**config.mk**
```make
export PLATFORM = sky130hd
export DESIGN_NAME = am_audio_agc
export DESIGN_NICKNAME = d
export VERILOG_FILES = /design/src/rtl/am_audio_agc.sv
export SDC_FILE = /design/constraint.sdc
export NUM_CORES = 1
export LEC_CHECK = 0
export ABC_CLOCK_PERIOD_IN_PS = 4200
export CAP_MARGIN = 10
export CELL_PAD_IN_SITES_DETAIL_PLACEMENT = 2
export CELL_PAD_IN_SITES_GLOBAL_PLACEMENT = 2
export CORE_UTILIZATION = 37
export DETAILED_ROUTE_END_ITERATION = 7
export GPL_TIMING_DRIVEN = 1
export PLACE_DENSITY = 0.9
export RECOVER_POWER = 25
export SYNTH_ARGS = -nofsm -noshare
export SYNTH_HDL_FRONTEND = slang
export SYNTH_SLANG_ARGS = --single-unit
```
**constraint.sdc**
```tcl
create_clock -name CLK -period 4.2 [get_ports CLK]
set_input_delay 1.26 -clock CLK [delete_from_list [all_inputs] [get_ports CLK]]
set_output_delay 1.26 -clock CLK [all_outputs]
set_load 0.01 [all_outputs]
```
**src/rtl/am_audio_agc.sv**
```systemverilog
// AM audio back end: leaky-integrator DC blocker, Q4.4 serial-multiply AGC.
// Optional manual gain override enabled by defining AM_AGC_MANUAL_GAIN_EN.
module am_audio_agc #(
    parameter int unsigned DC_SHIFT        = 10,
    parameter logic [15:0] TARGET          = 16'd8192,
    parameter int unsigned RELEASE_SAMPLES = 256,
    parameter logic [7:0]  GAIN_INIT       = 8'd16
) (
    input  logic        CLK,
    input  logic        RSTb,
    input  logic [15:0] mag_in,
    input  logic        in_tick,
`ifdef AM_AGC_MANUAL_GAIN_EN
    input  logic        agc_enable,
    input  logic [7:0]  manual_gain,
`endif
    output logic [15:0] audio_out,
    output logic        out_tick,
    output logic [7:0]  gain_out,
    output logic        overrun
);

    localparam int AW = 16 + DC_SHIFT;

    typedef enum logic [2:0] {
        S_IDLE,
        S_DC,
        S_MUL,
        S_SAT,
        S_AGC
    } state_t;

    state_t             state_q, state_d;
    logic [15:0]        mag_q, mag_d;
    logic [AW-1:0]      dc_acc_q, dc_acc_d;
    logic signed [24:0] mcand_q, mcand_d;
    logic [7:0]         mplier_q, mplier_d;
    logic signed [24:0] prod_q, prod_d;
    logic [2:0]         bit_q, bit_d;
    logic [15:0]        audio_q, audio_d;
    logic               tick_q, tick_d;
    logic               sat_q, sat_d;
    logic [7:0]         gain_q, gain_d;
    logic [9:0]         rel_q, rel_d;
    logic               ovr_q, ovr_d;

    logic [15:0]        dc_est;
    logic signed [16:0] ac;
    logic signed [24:0] y;
    logic [16:0]        aud_ext;
    logic [16:0]        mabs;
    logic               agc_on;

    assign dc_est  = dc_acc_q[AW-1:DC_SHIFT];
    assign ac      = $signed({1'b0, mag_q}) - $signed({1'b0, dc_est});
    assign y       = prod_q >>> 4;
    assign aud_ext = {audio_q[15], audio_q};
    assign mabs    = aud_ext[16] ? (17'd0 - aud_ext) : aud_ext;

`ifdef AM_AGC_MANUAL_GAIN_EN
    assign agc_on = agc_enable;
`else
    assign agc_on = 1'b1;
`endif

    always_comb begin
        state_d  = state_q;
        mag_d    = mag_q;
        dc_acc_d = dc_acc_q;
        mcand_d  = mcand_q;
        mplier_d = mplier_q;
        prod_d   = prod_q;
        bit_d    = bit_q;
        audio_d  = audio_q;
        tick_d   = 1'b0;
        sat_d    = sat_q;
        gain_d   = gain_q;
        rel_d    = rel_q;
        ovr_d    = ovr_q | (in_tick && (state_q != S_IDLE));

        unique case (state_q)
            S_IDLE: begin
                if (in_tick) begin
                    mag_d   = mag_in;
                    state_d = S_DC;
                end
            end
            S_DC: begin
                dc_acc_d = dc_acc_q + AW'(mag_q) - AW'(dc_est);
                mcand_d  = {{8{ac[16]}}, ac};
                mplier_d = gain_q;
                prod_d   = '0;
                bit_d    = '0;
                state_d  = S_MUL;
            end
            S_MUL: begin
                if (mplier_q[0]) begin
                    prod_d = prod_q + mcand_q;
                end
                mcand_d  = mcand_q <<< 1;
                mplier_d = mplier_q >> 1;
                bit_d    = bit_q + 3'd1;
                if (bit_q == 3'd7) begin
                    state_d = S_SAT;
                end
            end
            S_SAT: begin
                if (y > 25'sd32767) begin
                    audio_d = 16'h7FFF;
                    sat_d   = 1'b1;
                end else if (y < -25'sd32768) begin
                    audio_d = 16'h8000;
                    sat_d   = 1'b1;
                end else begin
                    audio_d = y[15:0];
                    sat_d   = 1'b0;
                end
                tick_d  = 1'b1;
                state_d = S_AGC;
            end
            S_AGC: begin
                if (!agc_on) begin
`ifdef AM_AGC_MANUAL_GAIN_EN
                    gain_d = (manual_gain == 8'd0) ? 8'd1 : manual_gain;
`endif
                    rel_d  = '0;
                end else if (sat_q || (mabs > {1'b0, TARGET})) begin
                    gain_d = (gain_q > 8'd1) ? gain_q - 8'd1 : 8'd1;
                    rel_d  = '0;
                end else if (mabs < {2'b0, TARGET[15:1]}) begin
                    if (rel_q == 10'(RELEASE_SAMPLES - 1)) begin
                        gain_d = (gain_q == 8'hFF) ? 8'hFF : gain_q + 8'd1;
                        rel_d  = '0;
                    end else begin
                        rel_d = rel_q + 10'd1;
                    end
                end else begin
                    rel_d = '0;
                end
                state_d = S_IDLE;
            end
            default: state_d = S_IDLE;
        endcase
    end

    always_ff @(posedge CLK) begin
        if (!RSTb) begin
            state_q  <= S_IDLE;
            mag_q    <= '0;
            dc_acc_q <= '0;
            mcand_q  <= '0;
            mplier_q <= '0;
            prod_q   <= '0;
            bit_q    <= '0;
            audio_q  <= '0;
            tick_q   <= 1'b0;
            sat_q    <= 1'b0;
            gain_q   <= GAIN_INIT;
            rel_q    <= '0;
            ovr_q    <= 1'b0;
        end else begin
            state_q  <= state_d;
            mag_q    <= mag_d;
            dc_acc_q <= dc_acc_d;
            mcand_q  <= mcand_d;
            mplier_q <= mplier_d;
            prod_q   <= prod_d;
            bit_q    <= bit_d;
            audio_q  <= audio_d;
            tick_q   <= tick_d;
            sat_q    <= sat_d;
            gain_q   <= gain_d;
            rel_q    <= rel_d;
            ovr_q    <= ovr_d;
        end
    end

    assign audio_out = audio_q;
    assign out_tick  = tick_q;
    assign gain_out  = gain_q;
    assign overrun   = ovr_q;

endmodule

```
==> results by group <==
Floorplanning
  • Num rows: 59
  • Core ar.: about 26000 sq um
  • Die Y: about 160 um
  • Die width: ~160 um
  • Ports: 45
  • Initial Util: 0.376
  • Die area: 27100 sq um

Layout
  • Fin nets: between 1k and 1.5k
  • Final instance area: ~11000 sq um
  • Layout cells sized above 1: 0.0583
  • Antenna Cells: 0
  • Commonest non-fill, non-tap cells in the layout: 145 x a21oi_1, 143 x dfxtp_1, 111 x nand2_1
  • Commonest non-fill, non-tap cell in the layout: a21oi_1
  • Area delta synth->final: 14.1%
  • Non-Filler Instances: 1621

Setup path
  • CP top delay family: compound AO/OA/AOI/OAI gates
  • Worst path bufs/invs: 3
  • Crit path capture type: flip-flop
  • Slowest CP cell: or4b_2
  • Crit Path Class: reg -> reg
  • Reg-to-Reg Start: dc_acc_q[0]
  • Cell Chain, Critical Path: inv_1 -> ha_1 -> inv_1 -> ha_1 -> inv_1 -> fa_1 -> nor2b_1 -> o21ai_0 -> a21oi_2 -> o311ai_0 -> a31oi_1 -> a211oi_2 -> o31a_1 -> nor2b_1 -> or4b_2 -> a31oi_1
  • Critical Path Start Type: flip-flop
  • Req. time, crit path: approximately 4.6 ns
  • CP peak stage delay: 0.62 ns
  • Critical path origin: dc_acc_q[0]
  • CP arrival: roughly 4.4 ns
  • CP max FO: 4
  • Most Frequent Cell on Critical Path: inv_1

STA
  • Max Slew Vio Count: slightly below 70
  • Crit path time final: around 4 ns
  • Final setup vio count: 0
  • RSZ-0062 raised after global routing: no
  • Period utilisation layout: 0.957
  • Max_slew headroom: -0.208
  • Worst Max-Slew Pin Slew: 1.81 ns
  • Worst Clk Skew: roughly 0.014 ns
  • TNS Setup: 0 ns
  • Max Fclk: around 0.25 GHz
  • Final Hold Vio Count: 0
  • Final setup margin: roughly 0.18 ns

Power
  • Leakage: 4.52 nW
  • Peak supply drop: 0.000373 V
  • Power per cell area: slightly above 700 nW/um^2

Clocking
  • Max Root-Sink Buffers: 2
  • Reg clk slew, reported paths: ~0.070 ns
  • Hold_buf cts: 0
  • Clk root buf: clkbuf_16
  • Resized cells post-CTS: 1
  • Clk sinks: approximately 140
  • Setup repair bufs after CTS: 0
  • H-tree depth: 4
  • Clk_lat worst skew: ~0.47 ns
  • Num CTS Buffers: 17
  • TritonCTS clock tree: done

Placement
  • Buffers on Ports: between 40 and 50
  • Detailed placement HPWL: ~25000 um
  • Placement Setup Slack: roughly 0.28 ns
  • Placed cell count: around 1.6k
  • GP Congestion: about 0.84
  • Placed standard-cell area: about 10000 sq um

Yosys
  • Distinct cells, synth: 80
  • Gate Count Post-Synth: around 1.3k
  • Syn Nets: around 1.4k
  • Number of flops mapped to enable cells by yosys: 0
  • Async S/R FF share, synth: 0
  • Synth Flop Type: dfxtp_1
  • Mapped Avg Cell Area: slightly below 8 sq um
  • Ys Warns: 0
  • Sequential area share after synthesis: 0.293
  • Synthesized area: just under 10000 sq um
  • Seq cells post-synth: about 140

Run status
  • Failing checks: capacitance limit, slew limit
  • Status: finished with violations

Drt
  • DR vias: between 10k and 15k
  • Routed vias/inst: between 6 and 7
  • Final WL: between 40000 and 50000 um
  • Highest metal used: met4
  • Drt drc: 0
  • 1st-pass router iterations: 5
  • Met1 WL: ~17000 um
  • DR WL met2: around 22000 um
  • Routed WL per cell: ~26 um
  • Metal3 WL: about 1800 um
  • Drt initial violations: approximately 740
  • Post-route ant nets: 0

Flow run
  • Max Cap Violations: 2

GRT
  • Global-route wire length before repair: 66400 um
  • Antenna violations before repair: 0
  • Largest net degree at the start of global routing: 53
  • Vias in the first global route: 11.2k
  • Overflow left after global routing: 0
  • Total track usage: 0.321

Hold path
  • Worst hold path class: reg -> reg
  • Hold Crit Start: dc_acc_q[9]
==> synth_stat cells (10+ instances only) <==
cell      instances  area, sq um
dfxtp_1         143         2860
a21o_1           23          173
nor2_1          111          417
inv_1           106          398
and2_1           10         62.6
and3_1           18          113
a21oi_1         146          731
a22oi_1          33          248
nor2b_1          13         81.3
a211oi_1         11         82.6
xor2_1           17          149
ha_1             73          913
nand3_1          41          205
xnor2_1          36          315
clkbuf_1         56          210
o21ai_0          63          315
nor3_1           34          170
nand4_1          12         75.1
fa_1             18          360
nand2_1         111          417
a31oi_1          26          163
==> power by group <==
group          internal [mW]  total [mW]  switching, mW
Clock                   1.07        1.82          0.756
Sequential              1.53        1.75          0.228
Combinational           1.69        4.50           2.80
==> routing by layer <==
metal | vias to the layer above | global-route usage
met5 | - | 0
met4 | 0 | 0.161
met3 | 144 | 0.0439
met2 | 352 | 0.572
met1 | 5162 | 0.375
li1 | 4502 | -
==> worst reg2reg max path: stages (launching register included) <==
cell      delay (ns)
dfxtp_1         0.35
inv_1           0.06
ha_1            0.29
inv_1           0.07
ha_1            0.26
inv_1           0.10
fa_1            0.41
nor2b_1         0.14
o21ai_0         0.15
a21oi_2         0.23
o311ai_0        0.20
a31oi_1         0.24
a211oi_2        0.10
o31a_1          0.37
nor2b_1         0.16
or4b_2          0.62
a31oi_1         0.19
==> flip-flops by register name, indices dropped and copies added, names as in the netlist <==
name,cells
dc_acc_q,26
mcand_q,25
prod_q,25
audio_out,16
mag_q,16
rel_q,10
gain_out,8
mplier_q,8
bit_q,3
state_q,3
out_tick,1
overrun,1
sat_q,1
==> metrics by stage <==
step / hold WS [ns] / power, mW / util
after CTS: 0.462 / 7.95 / 0.429
final: 0.460 / 8.07 / 0.429
after floorplan: 0.432 / 4.65 / -
after global routing: 0.488 / 8.44 / 0.429
after detailed placement: 0.454 / 5.70 / 0.404
after global placement: 0.440 / 5.38 / 0.404
==> cell type report <==
cell class              count  area [sq um]
well taps                 335           419
flip-flops and latches    143          2860
multi-input cells         945          6270
inverters                 107           404
fillers                  2927         14800
clock buffers              17           425
repair buffers             60           547
clock inverters            14           230
==> logic make-up after synthesis <==
family / Yosys count / share of synthesized area
adder cells (fa/ha/maj): 91 / 0.130
multiplexers: 6 / 0.00614
buffers and inverters: 173 / 0.0693
flip-flops: 143 / 0.293
XOR/XNOR: 54 / 0.0491
AND/OR/NAND/NOR: 406 / 0.200
AO/OA/AOI/OAI: 388 / 0.253
==> final timing paths <==
check / endpoint / slack [ns] / depth (start not counted)
worst max-delay path: dc_acc_q[22] / 0.18 / 16
worst min-delay path: dc_acc_q[9] / 0.46 / 2
worst max register to register: dc_acc_q[22] / 0.18 / 16
worst min register to register: dc_acc_q[9] / 0.46 / 2
Note: power is estimated with default switching activity, not from simulation.
